### src/rtl/nios_mem_copier.sv
// nios_mem_copier
// Copies or fills a run of words in a single-port on-chip memory with a
// read latency of one cycle.
//
// Ports:
//   clk, reset        single clock, synchronous active-high reset
//   cmd_valid/ready   command handshake (ready only while idle)
//   cmd_mode          0 = copy, 1 = fill
//   cmd_src/dst/len   source/destination word address, word count
//   cmd_pattern       fill value
//   busy, done        command in progress / one-cycle completion pulse
//   words_done        words written for the current or last command
//   m_*               memory master port (address, byteenable, chipselect,
//                     write, writedata, readdata, clken)
module nios_mem_copier #(
    parameter int ADDR_W = 11,
    parameter int DATA_W = 32
) (
    input  logic                clk,
    input  logic                reset,
    input  logic                cmd_valid,
    output logic                cmd_ready,
    input  logic                cmd_mode,
    input  logic [ADDR_W-1:0]   cmd_src,
    input  logic [ADDR_W-1:0]   cmd_dst,
    input  logic [ADDR_W:0]     cmd_len,
    input  logic [DATA_W-1:0]   cmd_pattern,
    output logic                busy,
    output logic                done,
    output logic [ADDR_W:0]     words_done,
    output logic [ADDR_W-1:0]   m_address,
    output logic [DATA_W/8-1:0] m_byteenable,
    output logic                m_chipselect,
    output logic                m_write,
    output logic [DATA_W-1:0]   m_writedata,
    input  logic [DATA_W-1:0]   m_readdata,
    output logic                m_clken
);

    localparam logic [ADDR_W:0]   MAX_LEN   = {1'b1, {ADDR_W{1'b0}}};
    localparam logic [ADDR_W:0]   COUNT_ONE = {{ADDR_W{1'b0}}, 1'b1};
    localparam logic [ADDR_W-1:0] PTR_ONE   = {{(ADDR_W-1){1'b0}}, 1'b1};

    typedef enum logic [2:0] {IDLE, RD, CAP, WR, FIN} state_t;

    state_t              state;
    state_t              next_state;
    logic                mode_q;
    logic [ADDR_W:0]     len_q;
    logic [ADDR_W-1:0]   src_ptr;
    logic [ADDR_W-1:0]   dst_ptr;

    logic                accept;
    logic [ADDR_W:0]     len_clamped;
    logic                last_word;

    logic [ADDR_W-1:0]   src_nxt;
    logic [ADDR_W-1:0]   dst_nxt;
    logic                cs_nxt;
    logic                wr_nxt;
    logic [ADDR_W-1:0]   addr_nxt;
    logic [DATA_W-1:0]   wdata_nxt;

    assign cmd_ready = (state == IDLE) && !reset;
    assign accept    = cmd_valid && cmd_ready;
    assign m_clken   = 1'b1;

    // Lengths beyond the memory size would only rewrite the same words again.
    assign len_clamped = (cmd_len > MAX_LEN) ? MAX_LEN : cmd_len;

    // words_done counts completed writes, so the write in progress is the last
    // one when one more completion reaches the latched length.
    assign last_word = ((words_done + COUNT_ONE) == len_q);

    // State register.
    always_ff @(posedge clk) begin
        if (reset) begin
            state <= IDLE;
        end else begin
            state <= next_state;
        end
    end

    // Next-state logic.
    always_comb begin
        next_state = state;
        case (state)
            IDLE: begin
                if (accept) begin
                    if (len_clamped == '0) begin
                        next_state = FIN;
                    end else if (cmd_mode) begin
                        next_state = WR;
                    end else begin
                        next_state = RD;
                    end
                end
            end
            RD:   next_state = CAP;
            CAP:  next_state = WR;
            WR: begin
                if (last_word) begin
                    next_state = FIN;
                end else if (mode_q) begin
                    next_state = WR;
                end else begin
                    next_state = RD;
                end
            end
            FIN:  next_state = IDLE;
            default: next_state = IDLE;
        endcase
    end

    // Output logic: every memory-side output is registered, so this computes
    // the values they take in the state being entered.  m_writedata doubles
    // as the write buffer: CAP loads it from the memory, a fill command loads
    // the pattern once at acceptance and it is held from then on.
    always_comb begin
        src_nxt   = src_ptr;
        dst_nxt   = dst_ptr;
        wdata_nxt = m_writedata;
        if (accept) begin
            src_nxt = cmd_src;
            dst_nxt = cmd_dst;
            if (cmd_mode) begin
                wdata_nxt = cmd_pattern;
            end
        end else if (state == WR && !last_word) begin
            src_nxt = src_ptr + PTR_ONE;
            dst_nxt = dst_ptr + PTR_ONE;
        end
        if (state == CAP) begin
            wdata_nxt = m_readdata;
        end
        cs_nxt   = (next_state == RD) || (next_state == WR);
        wr_nxt   = (next_state == WR);
        addr_nxt = (next_state == RD) ? src_nxt : dst_nxt;
    end

    // Datapath and registered outputs.
    always_ff @(posedge clk) begin
        if (reset) begin
            mode_q       <= 1'b0;
            len_q        <= '0;
            src_ptr      <= '0;
            dst_ptr      <= '0;
            words_done   <= '0;
            busy         <= 1'b0;
            done         <= 1'b0;
            m_chipselect <= 1'b0;
            m_write      <= 1'b0;
            m_address    <= '0;
            m_byteenable <= '0;
            m_writedata  <= '0;
        end else begin
            src_ptr      <= src_nxt;
            dst_ptr      <= dst_nxt;
            busy         <= (next_state != IDLE);
            done         <= (next_state == FIN);
            m_chipselect <= cs_nxt;
            m_write      <= wr_nxt;
            m_address    <= addr_nxt;
            m_byteenable <= cs_nxt ? '1 : '0;
            m_writedata  <= wdata_nxt;
            if (accept) begin
                mode_q     <= cmd_mode;
                len_q      <= len_clamped;
                words_done <= '0;
            end else if (state == WR) begin
                words_done <= words_done + COUNT_ONE;
            end
        end
    end

endmodule

### config.mk
export PLATFORM = sky130hd
export DESIGN_NAME = nios_mem_copier
export DESIGN_NICKNAME = d
export VERILOG_FILES = /design/src/rtl/nios_mem_copier.sv
export SDC_FILE = /design/constraint.sdc
export NUM_CORES = 1
export LEC_CHECK = 0
export CAP_MARGIN = 0
export CORE_UTILIZATION = 35
export DETAILED_ROUTE_END_ITERATION = 10
export GPL_ROUTABILITY_DRIVEN = 0
export HOLD_SLACK_MARGIN = 0.12
export SETUP_SLACK_MARGIN = 0.15
export SYNTH_ARGS = -nofsm -noshare
export SYNTH_HDL_FRONTEND = slang
export SYNTH_SLANG_ARGS = --single-unit
### constraint.sdc
create_clock -name clk -period 3.7 [get_ports clk]
set_clock_uncertainty 0.05 [all_clocks]
set_input_delay 0.37 -clock clk [delete_from_list [all_inputs] [get_ports clk]]
set_output_delay 0.37 -clock clk [all_outputs]
set_load 0.01 [all_outputs]
==> metrics.md, run 1 <==
| Metric | Value |
|---|---|
| Endpoint type of the worst setup path | `register` |
| Layout filler cell count | `1291` |
| Worst hold path type | `register to register` |
| GRT Resource Usage Total | `19.0%` |
| Fraction of layout cells with a size suffix above 1 | `7.05%` |
| Kind of start point of the critical path | `register` |
| Sequential Power Share | `42.7%` |
| Synthesized-area fraction occupied by adder cells | `0.784%` |
| Multiplexer share of the synthesized area | `8.10%` |
| Synth async-reset ratio | `0%` |
| Initial antenna violation count | `0` |
| Post-synth net total | `641` |
| Internal power | `0.00207 W` |
| Max Buffers Root-to-Sink | `2` |
| First-pass GRT wire length | `21.1 mm` |
| Path type of the worst setup path | `register to register` |
| Count of hold-fix buffers inserted at cts | `0` |
| Part of the total power dissipated in the clock network | `30.4%` |
| Number of synthesized register bits | `97` |
| Proportion of total power due to net switching | `28.6%` |
| Run status | `complete, no violations` |
| Number of max-capacitance violations reported | `0` |
| DRC violation count after routing | `0` |
| Routed via count divided by cell count | `5.15` |
| Synth area leader | `sky130_fd_sc_hd__dfxtp_1` |
| Maximum achievable frequency | `316 MHz` |
| Total count of hold-check failures in the final report | `0` |
| Number of instances in the synthesized netlist | `536` |
| Starting Density | `36.0%` |
| Commonest cells after routing, fill and taps aside | `sky130_fd_sc_hd__clkdlybuf4s50_1, sky130_fd_sc_hd__dfxtp_1, sky130_fd_sc_hd__nor2_1, sky130_fd_sc_hd__a211oi_1, sky130_fd_sc_hd__nand2_1` |
| Post-CTS Setup Bufs | `0` |
| Pin slew with the least headroom to its limit | `0.762 ns` |
| Clock-pin slew on the worst setup and hold paths | `0.06 ns` |
| Area of the mapped netlist | `4790 µm²` |
| Final TNS setup | `0 ns` |
| Via count of the routed design | `4415` |
| Latest clock arrival within the worst-skew pair | `0.34 ns` |
| Basic-gate share of the synthesized area counting and, or, nand and nor cells | `21.7%` |
| Power density over the cells | `427 nW/µm²` |
| Die X | `119 µm` |
| Final critical delay including setup and external delays | `3.17 ns` |
| Total routed wirelength | `13.2 mm` |
| Clock Sink Count | `97` |
| Initial detailed-routing violation count | `248` |
| Pre-Repair DR Iteration Count | `6` |
| Num ports | `167` |
| Routed length per placed instance | `15.4 µm` |
| Yosys synthesis warning count | `0` |
| Input/output buffers | `165` |
| Required time at the worst-slack endpoint | `3.89 ns` |
| Share of the yosys chip area belonging to registers | `40.6%` |
| Synthesized-area fraction occupied by xor and xnor cells | `6.95%` |
| Largest family of logic cells by synthesized area | `simple AND/OR/NAND/NOR gates` |
| Gr ovfl total | `0` |
| Die Outline Area | `14100 µm²` |
| Number of buffers created by CTS | `9` |
| Top cell type's share of synthesized area | `40.6%` |
| Share of power burned in combinational logic | `26.9%` |
| Relative slew slack | `49.2%` |
| CTS H-tree depth | `3` |
| Data arrival time of the critical path | `3.35 ns` |
| Most common cell after layout, fill and taps aside | `sky130_fd_sc_hd__clkdlybuf4s50_1` |
| VDD IR max | `0.199 mV` |
| Count of distinct cell types in the synthesized netlist | `60` |
| RSZ-0062 raised after global routing | `no` |
| Cell types occupying the most area after synthesis | `sky130_fd_sc_hd__dfxtp_1, sky130_fd_sc_hd__a211oi_1, sky130_fd_sc_hd__mux2i_1` |
| Root Buffer | `sky130_fd_sc_hd__clkbuf_16` |
| Area Overhead vs Synth | `41.8%` |
| Number of enable-type register cells in the synthesized netlist | `0` |
| NumNets Final | `783` |
| Top flip-flop cell by instance count after synthesis | `sky130_fd_sc_hd__dfxtp_1` |
| Static power due to leakage | `2.40 nW` |
| Average size of a mapped cell | `8.93 µm²` |
| Net switching component of the power | `0.000830 W` |
| Area fraction in compound gates after synthesis | `16.6%` |
| Reg-to-reg slack, setup | `0.53 ns` |
| Period utilization | `85.6%` |
| Number of nets still failing antenna checks after routing | `0` |
| HPWL reported at the end of detailed placement | `9.94 mm` |
| Vias in the first global route | `4181` |
| Antenna Cells | `0` |
| Final setup viols | `0` |
| Final core utilization | `51.0%` |
| Pin count of the biggest net entering global routing | `66` |
| Crit Path Max Fanout | `13` |
| Number of gates resized after CTS | `0` |
| Standard cell core area | `13300 µm²` |
| Final Max Slew Viols | `0` |
| Number of core rows | `42` |
| Clock tree from TritonCTS | `yes` |
| Die height | `119 µm` |
-- cell type report --
cell class	instances	area (µm²)	share of cell area (%)
Timing Repair Buffer	176	1730	25.5
Tap cell	176	220	3.24
Multi-Input combinational cell	388	2600	38.3
Clock buffer	12	256	3.78
Sequential cell	97	1940	28.6
Clock inverter	2	15.0	0.221
Inverter	6	22.5	0.332
-- critical path, cell delays in order, from the launching register on --
cell                       delay [ns]
sky130_fd_sc_hd__dfxtp_2         0.43
sky130_fd_sc_hd__ha_1            0.27
sky130_fd_sc_hd__and4_1          0.28
sky130_fd_sc_hd__nand4_1         0.13
sky130_fd_sc_hd__xnor2_1         0.21
sky130_fd_sc_hd__o211ai_1        0.17
sky130_fd_sc_hd__nor4_4          0.44
sky130_fd_sc_hd__nor2_2          0.08
sky130_fd_sc_hd__o21ai_2         0.58
sky130_fd_sc_hd__mux2_2          0.41
-- flip-flops by register name, summed over array words and instances (netlist names) --
| signal | flops |
|---|---|
| state | 3 |
| mode_q | 1 |
| dst_ptr | 11 |
| busy | 1 |
| words_done | 12 |
| len_q | 12 |
| src_ptr | 11 |
| m_byteenable | 1 |
| done | 1 |
| m_write | 1 |
| m_address | 11 |
| m_writedata | 32 |
-- worst paths after layout --
check / start / end / cells past startpoint
worst max register to register: words_done[1] / m_address[6] / 9
worst max-delay path: words_done[1] / m_address[6] / 9
worst min-delay path: len_q[11] / len_q[11] / 2
worst min register to register: len_q[11] / len_q[11] / 2
-- power by group through the flow --
stage | sequential [W] | clock, W | combinational, W
after floorplan | 0.00129 | 0 | 0.000383
after global placement | 0.00126 | 0 | 0.000782
after detailed placement | 0.00126 | 0 | 0.000788
after CTS | 0.00124 | 0.000902 | 0.000792
after global routing | 0.00125 | 0.000954 | 0.000851
final | 0.00124 | 0.000883 | 0.000780
-- stage by stage --
step | total power, W | setup slack (ns) | hold slack [ns] | cell area, µm² | instances
finish | 0.00290 | 0.534 | 0.428 | 6790 | 857
detailed placement | 0.00205 | 0.417 | 0.419 | 6510 | 843
floorplan | 0.00167 | 0.874 | 0.398 | 4790 | 536
global route | 0.00306 | 0.275 | 0.450 | 6790 | 857
CTS | 0.00293 | 0.394 | 0.428 | 6790 | 857
global placement | 0.00204 | 0.502 | 0.415 | 6510 | 843
-- per-layer routing --
| metal | global-route usage, % | vias to the layer above | wire length [µm] |
|---|---|---|---|
| li1 | - | 2212 | - |
| met4 | 8.62 | 0 | 321 |
| met1 | 23.1 | 2031 | 5810 |
| met3 | 5.80 | 20 | 1070 |
| met2 | 30.9 | 152 | 6010 |
| met5 | 0 | - | 0 |
-- logic make-up (layout without fill, tap and decap cells) --
logic type                 count (synthesis)  count (layout)
AOI/OAI and AO/OA                        105             105
xor gates and xnor gates                  38              38
adders and majority gates                  3               3
buffers and inverters                     51             196
DFF                                       97              97
muxes                                     38              38
other                                      1               1
and+or+nand+nor                          203             203
-- Yosys cell counts (3+ instances only) --
cell                        count
sky130_fd_sc_hd__a211o_1        3
sky130_fd_sc_hd__nor2_1        76
sky130_fd_sc_hd__xnor2_1       25
sky130_fd_sc_hd__nor3b_1        6
sky130_fd_sc_hd__inv_1          6
sky130_fd_sc_hd__xor2_1        13
sky130_fd_sc_hd__nor2b_1        3
sky130_fd_sc_hd__nand2_1       33
sky130_fd_sc_hd__and2_1         6
sky130_fd_sc_hd__a21oi_1        9
sky130_fd_sc_hd__or3_1          4
sky130_fd_sc_hd__o211ai_1       3
sky130_fd_sc_hd__nand3b_1       5
sky130_fd_sc_hd__o21ai_0        9
sky130_fd_sc_hd__buf_4          7
sky130_fd_sc_hd__nand3_1       14
sky130_fd_sc_hd__mux2i_1       32
sky130_fd_sc_hd__ha_1           3
sky130_fd_sc_hd__mux2_2         6
sky130_fd_sc_hd__and4_1         4
sky130_fd_sc_hd__buf_2          8
sky130_fd_sc_hd__a211oi_1      44
sky130_fd_sc_hd__and3_1         7
sky130_fd_sc_hd__a31oi_1        3
sky130_fd_sc_hd__nand2b_1       4
sky130_fd_sc_hd__nand4_1       10
sky130_fd_sc_hd__dfxtp_1       97
sky130_fd_sc_hd__buf_6          3
sky130_fd_sc_hd__nor4_1         6
sky130_fd_sc_hd__nor3_1        16
sky130_fd_sc_hd__a22o_1         8
sky130_fd_sc_hd__clkbuf_1      25
sky130_fd_sc_hd__o2bb2ai_1      3
No activity file was read; power rests on OpenSTA's default activity.
==> inputs of run 2 (changes only) <==
--- a/config.mk
+++ b/config.mk
@@ -7,6 +7,7 @@
 export LEC_CHECK = 0
 export CAP_MARGIN = 0
 export CORE_UTILIZATION = 35
+export CTS_CLUSTER_DIAMETER = 40
 export DETAILED_ROUTE_END_ITERATION = 10
 export GPL_ROUTABILITY_DRIVEN = 0
 export HOLD_SLACK_MARGIN = 0.12
==> results of run 2 <==
The final DEF is identical to that of run 1; final timing and power are the same.
==> inputs of run 3 (changes only) <==
--- a/config.mk
+++ b/config.mk
@@ -6,6 +6,7 @@
 export NUM_CORES = 1
 export LEC_CHECK = 0
 export CAP_MARGIN = 0
+export CORE_MARGIN = 10
 export CORE_UTILIZATION = 35
 export CTS_CLUSTER_DIAMETER = 40
 export DETAILED_ROUTE_END_ITERATION = 10
==> run 3 against run 2 <==
Worst hold slack got worse by 0.00089 ns; count of clock-buffer cells in the layout unchanged; global-route usage is 3.3 points lower; setup slack got worse by 0.043 ns; final cell count is 0.12% higher; combinational power rose by 0.9%; fmax fell by 1.3%; core utilization about the same; largest power group unchanged; highest routed layer is now met5.
==> metrics.md, run 3 (synthesis results as in run 1) <==
| Metric | Value |
|---|---|
| Layout filler cell count | `1273` |
| Number of core rows | `42` |
| Register-to-Register Path Depth | `11` |
| Clock tree from TritonCTS | `yes` |
| RSZ-0062 raised after global routing | `no` |
| Power density over the cells | `428 nW/µm²` |
| HP Start | `len_q[11]` |
| Pin slew with the least headroom to its limit | `0.791 ns` |
| Area taken by flip-flops and latches | `1940 µm²` |
| Crit Path Max Fanout | `18` |
| Required time at the worst-slack endpoint | `3.94 ns` |
| Number of max-capacitance violations reported | `0` |
| VDD IR max | `0.206 mV` |
| Reg-to-reg slack, setup | `0.49 ns` |
| Endpoint type of the worst setup path | `register` |
| Final setup viols | `0` |
| Antenna Cells | `0` |
| Total count of hold-check failures in the final report | `0` |
| Kind of start point of the critical path | `register` |
| Clock Sink Count | `97` |
| Clock-pin slew on the worst setup and hold paths | `0.07 ns` |
| Starting Density | `36.0%` |
| Num ports | `167` |
| Data arrival time of the critical path | `3.45 ns` |
| Via count of the routed design | `4376` |
| Relative slew slack | `47.2%` |
| Worst hold path type | `register to register` |
| Run status | `complete, no violations` |
| Pre-Repair DR Iteration Count | `4` |
| Path type of the worst setup path | `register to register` |
| Gr ovfl total | `0` |
| Final core utilization | `51.0%` |
| Maximum achievable frequency | `312 MHz` |
| Latest clock arrival within the worst-skew pair | `0.35 ns` |
| NumNets Final | `782` |
| DRC violation count after routing | `0` |
| Commonest cells after routing, fill and taps aside | `sky130_fd_sc_hd__clkdlybuf4s50_1, sky130_fd_sc_hd__dfxtp_1, sky130_fd_sc_hd__nor2_1, sky130_fd_sc_hd__a211oi_1, sky130_fd_sc_hd__nand2_1` |
| GRT Resource Usage Total | `15.7%` |
| Static power due to leakage | `2.39 nW` |
| Die X | `137 µm` |
| Register with the highest flop count | `m_writedata` |
| Total routed wirelength | `14.7 mm` |
| Initial detailed-routing violation count | `278` |
| Number of nets still failing antenna checks after routing | `0` |
| Standard cell core area | `13300 µm²` |
| Period utilization | `86.7%` |
| Root Buffer | `sky130_fd_sc_hd__clkbuf_16` |
| HPWL reported at the end of detailed placement | `11.4 mm` |
| Crit Reg-Reg Startpoint | `words_done[1]` |
| Final critical delay including setup and external delays | `3.21 ns` |
| Worst hold-check slack | `0.427 ns` |
| Die height | `137 µm` |
| Fraction of layout cells with a size suffix above 1 | `7.04%` |
| Largest registers ranked by flip-flop count | `m_writedata: 32 flops, len_q: 12 flops, words_done: 12 flops` |
| FF-to-FF End | `m_address[8]` |
| Max FFs per register | `32` |
| Routed length per placed instance | `17.2 µm` |
| Final TNS setup | `0 ns` |
| Input/output buffers | `165` |
| CTS H-tree depth | `3` |
| Number of buffers created by CTS | `9` |
| Initial antenna violation count | `1` |
| Pin count of the biggest net entering global routing | `66` |
| Routed via count divided by cell count | `5.10` |
| Vias in the first global route | `4436` |
| Area Overhead vs Synth | `41.7%` |
| Most common cell after layout, fill and taps aside | `sky130_fd_sc_hd__clkdlybuf4s50_1` |
| First-pass GRT wire length | `23.6 mm` |
| Depth of the worst hold-timing path | `2` |
| Die Outline Area | `18800 µm²` |
| Max Buffers Root-to-Sink | `2` |
| Final Max Slew Viols | `0` |
| Endpoint of the worst hold path | `len_q[11]` |
| Multi-input combinational cell area | `2600 µm²` |
==> run 3: repair_timing <==
item                                    in CTS  in global routing
buffers inserted                             0                  0
hold buffers                                 0                  0
endpoints found under the setup margin       0                  5
gates resized for setup                      0                  1
==> run 3: how the worst max path moves through the flow <==
stage / endpoint / slack [ns] / cells after the start / from
3_5_place_dp: m_address[8] / 0.41 / 11 / words_done[1]
3_3_place_gp: m_address[3] / 0.50 / 11 / words_done[1]
5_1_grt: m_address[8] / 0.24 / 11 / words_done[1]
2_1_floorplan: m_address[4] / 0.87 / 11 / words_done[0]
4_1_cts: m_address[8] / 0.37 / 11 / words_done[1]
6_report: m_address[8] / 0.49 / 11 / words_done[1]
==> run 3: worst max-delay path, cell delays in order (launching register included) <==
cell and delay (ns):
sky130_fd_sc_hd__dfxtp_2 0.43, sky130_fd_sc_hd__ha_1 0.28, sky130_fd_sc_hd__and4_1 0.29, sky130_fd_sc_hd__nand4_1 0.14, sky130_fd_sc_hd__xnor2_1 0.22, sky130_fd_sc_hd__o211ai_1 0.17, sky130_fd_sc_hd__nor4_4 0.43, sky130_fd_sc_hd__buf_4 0.32
sky130_fd_sc_hd__nor3_1 0.10, sky130_fd_sc_hd__xnor2_1 0.13, sky130_fd_sc_hd__a211oi_1 0.36, sky130_fd_sc_hd__mux2_2 0.23
==> run 3: per-stage QoR <==
step | power (W) | cell area (µm²) | std cells | setup slack [ns]
6_report | 0.00290 | 6780 | 858 | 0.491
5_1_grt | 0.00306 | 6780 | 858 | 0.236
4_1_cts | 0.00294 | 6780 | 858 | 0.373
3_5_place_dp | 0.00206 | 6510 | 842 | 0.406
3_3_place_gp | 0.00205 | 6510 | 842 | 0.504
2_1_floorplan | 0.00167 | 4790 | 536 | 0.874
==> run 3: layout make-up <==
cell class                      instances  share of cell area [%]
Clock inverter                          4                   0.424
Timing Repair Buffer                  175                    25.4
Clock buffer                           12                    3.63
Sequential cell                        97                    28.6
Multi-Input combinational cell        388                    38.3
Tap cell                              176                    3.25
Inverter                                6                   0.332
==> run 3: report_power, final <==
group	internal (W)	switching [W]	leakage, nW
Sequential	0.00117	0.0000746	0.795
Combinational	0.000419	0.000368	1.47
Clock	0.000475	0.000402	0.129
Total	0.00206	0.000845	2.39
==> run 3: metal layers <==
layer | up-vias | wire, µm | GRT usage (%)
li1 | 2209 | - | -
met1 | 1988 | 6360 | 19.2
met2 | 160 | 6520 | 23.9
met3 | 17 | 1630 | 7.51
met4 | 2 | 208 | 5.15
met5 | - | 10 | 0
